<file path="config.mk">
export PLATFORM = sky130hd
export DESIGN_NAME = adc_pkt_tx_flat
export DESIGN_NICKNAME = d
export VERILOG_FILES = /design/src/rtl/adc_pkt_tx_if.sv /design/src/rtl/adc_pkt_tx.sv /design/src/flat_wrapper.sv
export SDC_FILE = /design/constraint.sdc
export NUM_CORES = 1
export LEC_CHECK = 0
export CAP_MARGIN = 25
export CORE_ASPECT_RATIO = 1.75
export CORE_MARGIN = 5
export CORE_UTILIZATION = 55
export DETAILED_ROUTE_END_ITERATION = 7
export GPL_TIMING_DRIVEN = 0
export PLACE_DENSITY = 0.8
export SYNTH_ARGS = -nofsm -noshare
export SYNTH_HDL_FRONTEND = slang
export SYNTH_SLANG_ARGS = --single-unit
export TNS_END_PERCENT = 10
</file>
<file path="constraint.sdc">
create_clock -name clk -period 6.8 [get_ports clk]
set_input_delay 1.02 -clock clk [delete_from_list [all_inputs] [get_ports clk]]
set_output_delay 1.02 -clock clk [all_outputs]
set_load 0.02 [all_outputs]
</file>
<file path="src/rtl/adc_pkt_tx_if.sv">
// adc_pkt_tx_if
//   Bus bundle for the ADC packet transmitter: the capture-memory read port
//   and the packetised pad-side output.
//   master : transmitter side (drives read request and output word)
//   slave  : memory / pad side (returns read data, observes output word)
//   Signals:
//     mem_rd_en      read enable towards capture memory
//     mem_rd_addr    read address
//     mem_rd_data    read data, valid the cycle after mem_rd_en
//     adc_data       output word
//     adc_data_valid one cycle per output word
//     pkt_sof        first word of packet (with valid)
//     pkt_eof        last word of packet (with valid)
interface adc_pkt_tx_if #(
   parameter int DW = 18,
   parameter int AW = 12
);
   logic          mem_rd_en;
   logic [AW-1:0] mem_rd_addr;
   logic [DW-1:0] mem_rd_data;
   logic [DW-1:0] adc_data;
   logic          adc_data_valid;
   logic          pkt_sof;
   logic          pkt_eof;

   modport master (
      output mem_rd_en, mem_rd_addr,
      input  mem_rd_data,
      output adc_data, adc_data_valid, pkt_sof, pkt_eof
   );

   modport slave (
      input  mem_rd_en, mem_rd_addr,
      output mem_rd_data,
      input  adc_data, adc_data_valid, pkt_sof, pkt_eof
   );
endinterface

</file>
<file path="src/rtl/adc_pkt_tx.sv">
// adc_pkt_tx
//   Reads captured ADC samples out of the capture memory and emits them as
//   fixed-length packets with programmable word gap and inter-packet idle.
//   Self-test mode substitutes an incrementing counter for memory data.
//   Ports:
//     clk, rst        clock, synchronous active-high reset
//     start, again    one-cycle pulses that begin a run from address 0
//     self_test       1 = counter data, no memory reads
//     pkt_len_sel     packet length 216 << sel words
//     gap             idle cycles between words inside a packet
//     idle_len        extra idle cycles between packets
//     total_len       number of words in the run (0..2**AW)
//     bus             memory read port and packet output (master side)
//     busy            run in progress
//     done            one-cycle pulse when the run is complete
module adc_pkt_tx #(
   parameter int DW = 18,
   parameter int AW = 12
) (
   input  logic         clk,
   input  logic         rst,
   input  logic         start,
   input  logic         again,
   input  logic         self_test,
   input  logic [1:0]   pkt_len_sel,
   input  logic [7:0]   gap,
   input  logic [7:0]   idle_len,
   input  logic [AW:0]  total_len,
   adc_pkt_tx_if.master bus,
   output logic         busy,
   output logic         done
);
   localparam int TW = AW + 1;

   typedef enum logic [2:0] {IDLE, FETCH, WORD, GAP, PKT_IDLE, DONE} state_t;

   state_t        state_q, state_d;
   logic          st_q;
   logic [1:0]    len_sel_q;
   logic [7:0]    gap_q, idle_q;
   logic [AW:0]   total_q;
   logic [AW-1:0] addr_q;
   logic [AW:0]   wcnt_q;
   logic [10:0]   ppos_q;
   logic [8:0]    wait_q, wait_d;
   logic          last_q, last_d;
   logic          issue, latch, is_last, is_eop;
   logic [10:0]   pkt_n;
   logic          vld_p1, sof_p1, eof_p1;
   logic [DW-1:0] stcnt_q, data_q;
   logic          vld_q, sof_q, eof_q;

   assign pkt_n   = 11'd216 << len_sel_q;
   assign is_last = (wcnt_q == total_q - TW'(1));
   assign is_eop  = (ppos_q == pkt_n - 11'd1);

   // An issue cycle is the read slot of one word; its output appears two
   // cycles later. The spacing rules are applied to issue cycles, so the
   // output inherits them exactly. The wait counter holds the number of
   // idle cycles still to spend in GAP/PKT_IDLE; after the final word the
   // same counter runs out the two-cycle pipeline before DONE.
   always_comb begin
      state_d = state_q;
      wait_d  = wait_q;
      last_d  = last_q;
      issue   = 1'b0;
      latch   = 1'b0;
      case (state_q)
         IDLE: begin
            if (start || again) begin
               latch   = 1'b1;
               last_d  = 1'b0;
               state_d = FETCH;
            end
         end
         FETCH: begin
            if (total_q == '0) state_d = DONE;
            else               issue   = 1'b1;
         end
         WORD: issue = 1'b1;
         GAP, PKT_IDLE: begin
            wait_d = wait_q - 9'd1;
            if (wait_q == 9'd1) state_d = last_q ? DONE : WORD;
         end
         DONE:    state_d = IDLE;
         default: state_d = IDLE;
      endcase
      if (issue) begin
         if (is_last) begin
            state_d = GAP;
            wait_d  = 9'd2;
            last_d  = 1'b1;
         end else if (is_eop) begin
            wait_d  = {1'b0, idle_q} + {1'b0, gap_q};
            state_d = (wait_d == 9'd0) ? WORD : PKT_IDLE;
         end else begin
            wait_d  = {1'b0, gap_q};
            state_d = (gap_q == 8'd0) ? WORD : GAP;
         end
      end
   end

   always_ff @(posedge clk) begin
      if (rst) begin
         state_q   <= IDLE;
         wait_q    <= '0;
         last_q    <= 1'b0;
         st_q      <= 1'b0;
         len_sel_q <= '0;
         gap_q     <= '0;
         idle_q    <= '0;
         total_q   <= '0;
         addr_q    <= '0;
         wcnt_q    <= '0;
         ppos_q    <= '0;
         stcnt_q   <= '0;
         vld_p1    <= 1'b0;
         sof_p1    <= 1'b0;
         eof_p1    <= 1'b0;
         vld_q     <= 1'b0;
         sof_q     <= 1'b0;
         eof_q     <= 1'b0;
         data_q    <= '0;
      end else begin
         state_q <= state_d;
         wait_q  <= wait_d;
         last_q  <= last_d;
         if (latch) begin
            st_q      <= self_test;
            len_sel_q <= pkt_len_sel;
            gap_q     <= gap;
            idle_q    <= idle_len;
            total_q   <= total_len;
            addr_q    <= '0;
            wcnt_q    <= '0;
            ppos_q    <= '0;
            stcnt_q   <= '0;
         end else if (issue) begin
            addr_q <= addr_q + AW'(1);
            wcnt_q <= wcnt_q + TW'(1);
            ppos_q <= is_eop ? 11'd0 : ppos_q + 11'd1;
         end
         // p1: memory read data is present on the bus this cycle
         vld_p1 <= issue;
         sof_p1 <= issue && (ppos_q == 11'd0);
         eof_p1 <= issue && (is_eop || is_last);
         // output register: word and framing flags presented to the pads
         vld_q <= vld_p1;
         sof_q <= sof_p1;
         eof_q <= eof_p1;
         if (vld_p1) begin
            data_q <= st_q ? stcnt_q : bus.mem_rd_data;
            if (st_q) stcnt_q <= stcnt_q + DW'(1);
         end
      end
   end

   assign bus.mem_rd_en      = issue && !st_q;
   assign bus.mem_rd_addr    = addr_q;
   assign bus.adc_data       = data_q;
   assign bus.adc_data_valid = vld_q;
   assign bus.pkt_sof        = sof_q;
   assign bus.pkt_eof        = eof_q;
   assign busy = (state_q == FETCH) || (state_q == WORD) ||
                 (state_q == GAP)   || (state_q == PKT_IDLE);
   assign done = (state_q == DONE);
endmodule

</file>
<file path="src/flat_wrapper.sv">
// flat-port wrapper written by rule: the top's interface ports become plain ports
module adc_pkt_tx_flat 
#(
   parameter int DW = 18,
   parameter int AW = 12
)
  (clk, rst, start, again, self_test, pkt_len_sel, gap, idle_len, total_len, busy, done, bus_mem_rd_en, bus_mem_rd_addr, bus_mem_rd_data, bus_adc_data, bus_adc_data_valid, bus_pkt_sof, bus_pkt_eof);
  adc_pkt_tx_if #(.DW(DW), .AW(AW)) bus_i ();
  input  logic clk;
  input  logic rst;
  input  logic start;
  input  logic again;
  input  logic self_test;
  input  logic [1:0] pkt_len_sel;
  input  logic [7:0] gap;
  input  logic [7:0] idle_len;
  input  logic [AW:0] total_len;
  output logic busy;
  output logic done;
  output wire logic [$bits(bus_i.mem_rd_en)-1:0] bus_mem_rd_en;
  output wire logic [$bits(bus_i.mem_rd_addr)-1:0] bus_mem_rd_addr;
  input wire logic [$bits(bus_i.mem_rd_data)-1:0] bus_mem_rd_data;
  output wire logic [$bits(bus_i.adc_data)-1:0] bus_adc_data;
  output wire logic [$bits(bus_i.adc_data_valid)-1:0] bus_adc_data_valid;
  output wire logic [$bits(bus_i.pkt_sof)-1:0] bus_pkt_sof;
  output wire logic [$bits(bus_i.pkt_eof)-1:0] bus_pkt_eof;
  assign bus_mem_rd_en = bus_i.mem_rd_en;
  assign bus_mem_rd_addr = bus_i.mem_rd_addr;
  assign bus_i.mem_rd_data = bus_mem_rd_data;
  assign bus_adc_data = bus_i.adc_data;
  assign bus_adc_data_valid = bus_i.adc_data_valid;
  assign bus_pkt_sof = bus_i.pkt_sof;
  assign bus_pkt_eof = bus_i.pkt_eof;
  adc_pkt_tx #(.DW(DW), .AW(AW)) u_core (.clk(clk), .rst(rst), .start(start), .again(again), .self_test(self_test), .pkt_len_sel(pkt_len_sel), .gap(gap), .idle_len(idle_len), .total_len(total_len), .bus(bus_i), .busy(busy), .done(done));
endmodule
</file>
# --- Word-level counts from Yosys, hierarchy flattened ---
# Cells that the tools add are included.
# Widths: inputs -> output; s select.
op_classes:
  addsub: 8
  eq_ne: 12
  shifts: 1
  mux: 27
  reduce_logical: 18
op_table:
  columns: ["operator", "count"]
  rows:
  - ["$mux 18", 4]
  - ["$mux 9", 4]
  - ["$mux 3", 8]
  - ["$add 18x1->18 const B", 1]
  - ["$add 13x1->13 const B", 1]
  - ["$eq 13x13->1", 1]
  - ["$logic_not 13->1", 1]
  - ["$sub 13x1->13 const B", 1]
  - ["$add 12x1->12 const B", 1]
  - ["$pmux 3 s4", 1]
  - ["$add 11x1->11 const B", 1]
  - ["$eq 11x11->1", 1]
  - ["$logic_not 11->1", 1]
  - ["$mux 11", 1]
  - ["$shl 8x2->11 const A", 1]
  - ["$sub 11x1->11 const B", 1]
  - ["$add 8x8->9", 1]
  - ["$eq 9x1->1 const B", 1]
  - ["$logic_not 9->1", 1]
  - ["$ne 3x1->1 const B", 3]
  - ["$sub 9x1->9 const B", 1]
  - ["$logic_not 8->1", 1]
  - ["$mux 1", 8]
  - ["$eq 3x2->1 const B", 2]
  - ["other kinds (11)", 19]
word_totals:
  ff_bits: 123
  in_bits: 54

# --- Logic depth before layout (Yosys ltp) ---
# Gate-level depths: netlist (run 1).
logic_depth:
  depth_word: 6
  depth_mapped: 10

# --- Worst setup path after synthesis (run 1) ---
# Ideal clock, no wire load.
synth_path:
  kind: "register -> output"
  startpoint: "register u_core.total_q[0]"
  endpoint: "output port bus_mem_rd_en"
  arrival_time_ps: 1926
  required_time_ps: 5780
  setup_slack_ps: 3854
  path_stages_with_launch: 10
  n_path_buf: 2
  cell_sequence: "dfxtp_1 > inv_1 > ha_1 > nor4b_2 > nand4b_1 > o21ai_2 > a21o_4 > buf_6 > buf_6 > nor2_1"
synth_between:
  elab_chain_cells: 4
synth_rtl:
  columns: ["item", "line_no", "text"]
  rows:
  - ["from (decl)", "adc_pkt_tx.sv:41", "logic [AW:0] total_q;"]
  - ["from (signal assigned)", "adc_pkt_tx.sv:133", "total_q <= total_len;"]
  - ["$logic_not 13->1", "adc_pkt_tx.sv:77", "if (total_q == '0) state_d = DONE;"]
  - ["$mux 1", "adc_pkt_tx.sv:77", null]
  - ["$pmux 1 s2", "adc_pkt_tx.sv:68", "case (state_q)"]
  - ["$logic_and 1x1->1", "adc_pkt_tx.sv:158", "assign bus.mem_rd_en = issue && !st_q;"]
  - ["to (decl)", "flat_wrapper.sv:20", "output wire logic [$bits(bus_i.mem_rd_en)-1:0] bus_mem_rd_en;"]
# Every way passes these cells.

# --- Worst setup path in the final report (run 1) ---
# Same ends and word-level chain as after synthesis.

==> summary.md, run 1 <==
| Metric | Value |
|---|---|
| Post-route cell area | 8410 um2 |
| Cts repair resizes | 0 |
| CP Buf/Inv Count | 4 |
| Num rows | 53 |
| Fin nets | 998 |
| Clock Power Share | 28.0% |
| Vias | 6438 |
| Commonest non-fill, non-tap cell in the layout | dfxtp_1 |
| Yosys top cell area share | 36.7% |
| Final Max Tran Viols | 0 |
| Sequential area share after synthesis | 36.7% |
| P per Cell Area | 400 nW/um2 |
| Height of the die | 156 um |
| Worst hold margin | 0.467 ns |
| Pre-CTS WS | 2.86 ns |
| IO Pins | 90 |
| Synth area leaders | dfxtp_1 (37%), xnor2_1 (6.4%), nand2_1 (6.2%) |
| Leading area contributor after synthesis | dfxtp_1 |
| Design Power | 3.36 mW |
| Max-Slew Margin vs Limit | 24.9% |
| Worst-Skew Late Latency | 0.42 ns |
| Antenna cells | 0 |
| Clk_skew | 0.0101 ns |
| Area delta synth->final | 25.4% |
| Cell mode on critical path | buf_6 |
| Hold Vio Cnt, Final | 0 |
| Port bufs | 88 |
| Largest net degree at the start of global routing | 17 |
| Max-capacitance violation count | 0 |
| Hold crit path type | reg2reg |
| Synth async-reset ratio | 0% |
| DIE WIDTH | 93.5 um |
| Leak | 2.87 nW |
| EDFF count, synth | 0 |
| Die ar. | 14600 um2 |
| Sequential Area | 2460 um2 |
| Synthesized Nets | 891 |
| Reg clk slew, reported paths | 0.06 ns |
| Dpl hpwl | 13700 um |
| CP startpoint kind | flip-flop |
| Wirelength per Cell | 16.9 um |
| Clock period minus worst slack | 4.41 ns |
| Sequential power share | 29.3% |
| Largest family of logic cells by synthesized area | simple AND/OR/NAND/NOR gates |
| Post-Syn Area | 6710 um2 |
| Most frequent cells in the layout | dfxtp_1 (123), nand2_1 (110), clkdlybuf4s50_1 (88), nor2_1 (83), a21oi_1 (65) |
| Critical path capture point type | primary output |
| Mux cell area share after synthesis | 4.09% |
| Switching power total | 1.35 mW |
| CP peak stage delay | 0.58 ns |
| Maximum fanout along the worst path | 10 |
| H-tree depth | 4 |
| Finished Layout Cells | 1099 |
| Clock root buffer master | clkbuf_16 |
| Logic pwr share | 42.7% |
| Adder-cell area share of the yosys netlist | 4.40% |
| RePlAce Congestion | 0.918 |
| Maximum buffer depth of the clock tree | 2 |
| CORE AREA | 12000 um2 |
| Synth warn | 0 |
| TritonCTS Buffers | 17 |
| Vias in the first global route | 6371 |
| # hold bufs at CTS | 0 |
| Filler cell count | 960 |
| Setup TNS | 0 ns |
| Starting Density | 55.9% |
| Final Cycle Share | 64.8% |
| Net Sw Frac | 40.3% |
| Global-route wire length before repair | 30200 um |
| Final ANT Viol Nets | 0 |
| Fraction of synthesized cell area in xor and xnor cells | 8.10% |
| Via/cell ratio | 5.86 |
| Cells after Synth | 814 |
| Grt ovf | 0 |
| Initial antenna violation count | 0 |
| Share of cells above drive strength 1 | 5.57% |
| GRT Util Overall | 26.1% |
| Drt first-iter violations | 350 |
| Final core occ | 70.0% |
| Crit path cell chain | inv_1 -> ha_1 -> nor4b_2 -> nand4b_1 -> o21ai_2 -> a21o_4 -> buf_6 -> buf_6 -> nor2_1 -> clkdlybuf4s50_1 |
| Prevailing post-synth register cell | dfxtp_1 |
| CTS Sinks | 123 |
| Placed cells | 1067 |
| Peak Freq | 227 MHz |
| Drt pass-1 iters | 5 |
| Critical path's top delay family | buffers and inverters |
| FF+latch count, synth | 123 |
| Buffers inserted by post-CTS timing repair | 0 |
| Status | completed |
| Final setup violating endpoints | 0 |
| RSZ-0062 raised after global routing | no |
| Worst EP arrival | 3.39 ns |
| Worst endpoint required time | 5.78 ns |
| Synth unique cells | 72 |
| Multi-input gate area | 3940 um2 |
| Max VDD drop | 0.000276 V |
| Slew at the pin with the worst max-slew slack | 1.12 ns |
| DRC Markers | 0 |
| Setup CP Type | reg2out |
| WL final | 18500 um |
| CTS tree | done |
| Synthesized area per cell | 8.24 um2 |
| Synth Area in Compound Gates | 20.1% |
| CP max-delay cell | clkdlybuf4s50_1 |
| Internal power | 2.00 mW |
| Post-synthesis simple-gate area fraction | 22.0% |
| Cell Area, Placed | 7790 um2 |
| Final setup margin | 2.39 ns |
[power groups by stage]
stage / Sequential [mW] / Combinational, mW / Clock, mW
floorplan: 1.02 / 0.946 / 0
global placement: 0.990 / 1.40 / 0
detailed placement: 0.993 / 1.41 / 0
CTS: 0.982 / 1.43 / 0.945
global route: 1.00 / 1.57 / 0.981
finish: 0.986 / 1.43 / 0.940
[metal layers]
| metal | track usage [%] | share of wire (%) | vias up | wire [um] |
|---|---|---|---|---|
| li1 | - | - | 3146 | - |
| met1 | 25.8 | 36 | 2983 | 6630 |
| met2 | 48.2 | 54 | 238 | 9990 |
| met3 | 5.31 | 5.5 | 71 | 1010 |
| met4 | 16.6 | 4.9 | 0 | 904 |
| met5 | 0 | 0 | - | 0 |
[cell families (layout without fill, tap and decap cells)]
kind of cell,count (synthesis),in the layout
AND/OR/NAND/NOR,309,309
buffers and inverters,74,194
XOR/XNOR,62,62
adder cells (fa/ha/maj),23,23
multiplexers,27,27
AO/OA/AOI/OAI,196,196
flip-flops,123,123
[final timing paths]
check                                  startpoint            endpoint  slack [ns]  cells past startpoint
worst max-delay path            u_core.total_q[0]       bus_mem_rd_en        2.39                     10
worst min-delay path                u_core.eof_p1  u_core.bus.pkt_eof        0.47                      1
worst max register to register    u_core.gap_q[0]   u_core.state_q[2]        3.90                      8
worst min register to register      u_core.eof_p1  u_core.bus.pkt_eof        0.47                      1
[sequential cells by signal, summed over array words and instances, names as in the netlist]
register,flops
u_core.bus.adc_data,18
u_core.stcnt_q,18
u_core.total_q,13
u_core.wcnt_q,13
u_core.bus.mem_rd_addr,12
u_core.ppos_q,11
u_core.wait_q,9
u_core.gap_q,8
u_core.idle_q,8
u_core.state_q,3
u_core.len_sel_q,2
u_core.bus.adc_data_valid,1
u_core.bus.pkt_eof,1
u_core.bus.pkt_sof,1
u_core.eof_p1,1
u_core.last_q,1
u_core.sof_p1,1
u_core.st_q,1
u_core.vld_p1,1
[cell type report]
cell class	instances	area share, %
plain buffers	53	2.66
flip-flops and latches	123	29.3
inverters	21	0.938
well taps	165	2.46
multi-input cells	617	46.9
clock buffers	17	5.06
repair buffers	88	10.5
clock inverters	15	2.25
[Yosys cell counts (5+ instances only)]
| master | instances |
|---|---|
| dfxtp_1 | 123 |
| nand2_1 | 110 |
| nor2_1 | 83 |
| a21oi_1 | 65 |
| xnor2_1 | 49 |
| clkbuf_1 | 44 |
| a211oi_1 | 34 |
| mux2i_1 | 24 |
| nand3_1 | 23 |
| ha_1 | 22 |
| inv_1 | 20 |
| o21ai_0 | 18 |
| nor3_1 | 15 |
| xor2_1 | 13 |
| a2111oi_0 | 11 |
| nor4_1 | 11 |
| o31ai_1 | 11 |
| nand4_1 | 10 |
| a31oi_1 | 9 |
| and3_1 | 8 |
| or4_1 | 8 |
| or3_1 | 6 |
| and2_1 | 5 |
| nand2b_1 | 5 |
| o211ai_1 | 5 |
Note: power is estimated with default switching activity, not from simulation.
==> run 2: changes to the inputs <==
--- a/config.mk
+++ b/config.mk
@@ -8,10 +8,10 @@
 export CAP_MARGIN = 25
 export CORE_ASPECT_RATIO = 1.75
 export CORE_MARGIN = 5
-export CORE_UTILIZATION = 55
+export CORE_UTILIZATION = 50
 export DETAILED_ROUTE_END_ITERATION = 7
 export GPL_TIMING_DRIVEN = 0
-export PLACE_DENSITY = 0.8
+export PLACE_DENSITY = 0.77
 export SYNTH_ARGS = -nofsm -noshare
 export SYNTH_HDL_FRONTEND = slang
 export SYNTH_SLANG_ARGS = --single-unit
==> constraint.sdc (replaced) <==
create_clock -name clk -period 3.7 [get_ports clk]
set_input_delay 0.555 -clock clk [delete_from_list [all_inputs] [get_ports clk]]
set_output_delay 0.555 -clock clk [all_outputs]
set_load 0.02 [all_outputs]
==> run 2 against run 1 <==
  * Sequential cell count unchanged
  * Via count down 0.43%
  * Worst hold slack got worse by 0.010 ns
  * Critical path depth unchanged
==> summary.md, run 2 (same netlist as run 1, synthesis figures left out) <==
| Metric | Value |
|---|---|
| Status | completed |
| CP endpoint | bus_mem_rd_en |
| Final setup margin | 0.402 ns (-1.99 ns) |
| CTS tree | done |
| P per Cell Area | 747 nW/um2 (+87%) |
| Max VDD drop | 0.000433 V (+57%) |
| Final setup violating endpoints | 0 (unchanged) |
| Drt pass-1 iters | 5 (unchanged) |
| Drt first-iter violations | 363 (+3.7%) |
| Height of the die | 163 um (+4.6%) |
| Min-delay src | u_core.sof_p1 |
| CP max-delay cell | dfxtp_1 |
| Final Cycle Share | 89.1% |
| Worst endpoint required time | 3.14 ns (-2.64 ns) |
| Via/cell ratio | 5.77 (-1.4%) |
| Setup TNS | 0 ns (unchanged) |
| Wirelength per Cell | 16.9 um (+0.49%) |
| Fin nets | 1001 (+0.30%) |
| Clock Power Share | 28.9% (+0.9 points) |
| Peak Freq | 303 MHz |
| Num rows | 56 (+5.7%) |
| CP startpoint kind | flip-flop |
| Filler cell count | 1147 (+19%) |
| CORE AREA | 13300 um2 (+11%) |
| Reg clk slew, reported paths | 0.05 ns (about the same) |
| CTS Sinks | 123 (unchanged) |
| Cell mode on critical path | buf_6 |
| Global-route wire length before repair | 30600 um (+1.4%) |
| Reg2reg end | u_core.state_q[2] |
| Vias in the first global route | 6446 (+1.2%) |
| Leak | 2.92 nW (+1.7%) |
| Hold Vio Cnt, Final | 0 (unchanged) |
| Antenna cells | 0 (unchanged) |
| Port bufs | 88 (unchanged) |
| Worst-Skew Late Latency | 0.42 ns (about the same) |
| Vias | 6410 (-0.43%) |
| Reg2reg setup slack | 0.74 ns (-3.16 ns) |
| Max-Slew Margin vs Limit | 36.8% (+12 points) |
| Initial antenna violation count | 0 (unchanged) |
| Worst r2r src | u_core.gap_q[0] |
| DRC Markers | 0 (unchanged) |
| DIE WIDTH | 97.5 um (+4.4%) |
| Die ar. | 15900 um2 (+9.1%) |
| Setup CP Type | reg2out |
| Worst EP arrival | 2.74 ns (-0.65 ns) |
| Net Sw Frac | 38.9% (-1.4 points) |
| Slew at the pin with the worst max-slew slack | 0.924 ns (-0.194 ns) |
| Clock root buffer master | clkbuf_16 |
| Final Max Tran Viols | 0 (unchanged) |
| Share of cells above drive strength 1 | 5.66% (+0.095 points) |
| Starting Density | 50.4% (-5.5 points) |
| Sequential power share | 28.5% (-0.8 points) |
| CP peak stage delay | 0.35 ns (-0.23 ns) |
| WL final | 18800 um (+1.5%) |
| Logic pwr share | 42.6% (about the same) |
| Clock period minus worst slack | 3.30 ns |
| Largest net degree at the start of global routing | 17 (unchanged) |
| RePlAce Congestion | 0.919 (about the same) |
| TritonCTS Buffers | 17 (unchanged) |
| Most frequent cells in the layout | dfxtp_1 (123), nand2_1 (110), clkdlybuf4s50_1 (87), nor2_1 (83), a21oi_1 (65) |
| Area delta synth->final | 26.8% |
| Hold crit path type | reg2reg |
| Dpl hpwl | 13900 um (+1.2%) |
| Critical path capture point type | primary output |
| IO Pins | 90 (unchanged) |
| Final ANT Viol Nets | 0 (unchanged) |
| Maximum buffer depth of the clock tree | 2 (unchanged) |
| Maximum fanout along the worst path | 10 (unchanged) |
| Pre-CTS WS | 0.229 ns (-2.63 ns) |
| Clk_skew | 0.00962 ns (-0.000445 ns) |
| GRT Util Overall | 23.8% (-2.3 points) |
| Internal power | 3.88 mW (+94%) |
| Worst R2R Path Depth | 8 (unchanged) |
| Grt ovf | 0 (unchanged) |
| Crit path cell chain | inv_1 -> ha_2 -> nor4b_4 -> nand4b_1 -> o21ai_4 -> a21o_4 -> buf_6 -> buf_6 -> nor2_1 -> dlymetal6s2s_1 |
| Worst setup path start | u_core.total_q[0] |
| Switching power total | 2.47 mW (+82%) |
| Commonest non-fill, non-tap cell in the layout | dfxtp_1 |
| RSZ-0062 raised after global routing | no |
| Max-capacitance violation count | 0 (unchanged) |
| H-tree depth | 4 (unchanged) |
run 2: cell types whose count changed in the layout (fill, tap and decap cells not counted), moves of 2 or more:
cell	change
buf_4	+2
inv_6	-5
clkinv_4	-2
clkbuf_1	+2
bufinv_16	+2
clkbuf_8	+2
run 2: worst min path at each step:
stage	end	slack (ns)	cells past startpoint
6_report	u_core.bus.pkt_sof	0.46	1
5_1_grt	u_core.bus.pkt_sof	0.47	1
4_1_cts	u_core.idle_q[3]	0.46	2
3_5_place_dp	u_core.idle_q[3]	0.45	2
3_3_place_gp	u_core.idle_q[2]	0.45	2
2_1_floorplan	u_core.bus.pkt_eof	0.41	1
run 2: final cells by class:
cell class	count	area (um2)	area share, %
clock buffer	21	460	5.41
buffer	53	224	2.63
timing repair buffer	91	903	10.6
multi-input combinational	617	3970	46.7
tap	174	218	2.56
inverter	21	78.8	0.927
sequential	123	2460	29.0
clock inverter	10	190	2.24
run 2: metrics by stage:
stage	utilization, %	hold slack (ns)	power (mW)	area (um2)	cells
2_1_floorplan	-	0.414	3.61	6710	814
3_3_place_gp	58.6	0.448	4.40	7800	1076
3_5_place_dp	58.7	0.454	4.44	7810	1077
4_1_cts	63.9	0.462	6.35	8500	1110
5_1_grt	63.9	0.474	6.72	8500	1110
6_report	63.9	0.457	6.35	8500	1110
run 2: power by group through the flow:
stage	Sequential [mW]	Clock, mW	Combinational, mW
floorplan	1.87	0	1.74
detailed placement	1.83	0	2.61
CTS	1.81	1.85	2.70
global placement	1.82	0	2.58
global route	1.85	1.91	2.97
finish	1.81	1.83	2.71
run 2: timing repair:
| action | 4_1_cts | 5_1_grt |
|---|---|---|
| setup endpoints to repair | 1 | 1 |
| resized for setup | 4 | 1 |
| hold buffers | 0 | 0 |
| pin swaps | 2 | 1 |
| setup buffers | 2 | 0 |
run 2: layer usage:
metal / GRT usage [%] / vias to the layer above / routed length [um]
met2: 44.9 / 204 / 10100
met4: 13.9 / 0 / 860
met5: 0 / - / 0
li1: - / 3147 / -
met1: 23.3 / 2989 / 7020
met3: 5.43 / 70 / 817
run 2: critical path, delay by kind of cell (launching register included):
kind	cells	cell delay, ns
adders and majority gates	1	0.25
buffers and inverters	4	0.68
and+or+nand+nor	3	0.60
DFF	1	0.35
AOI/OAI and AO/OA	2	0.44
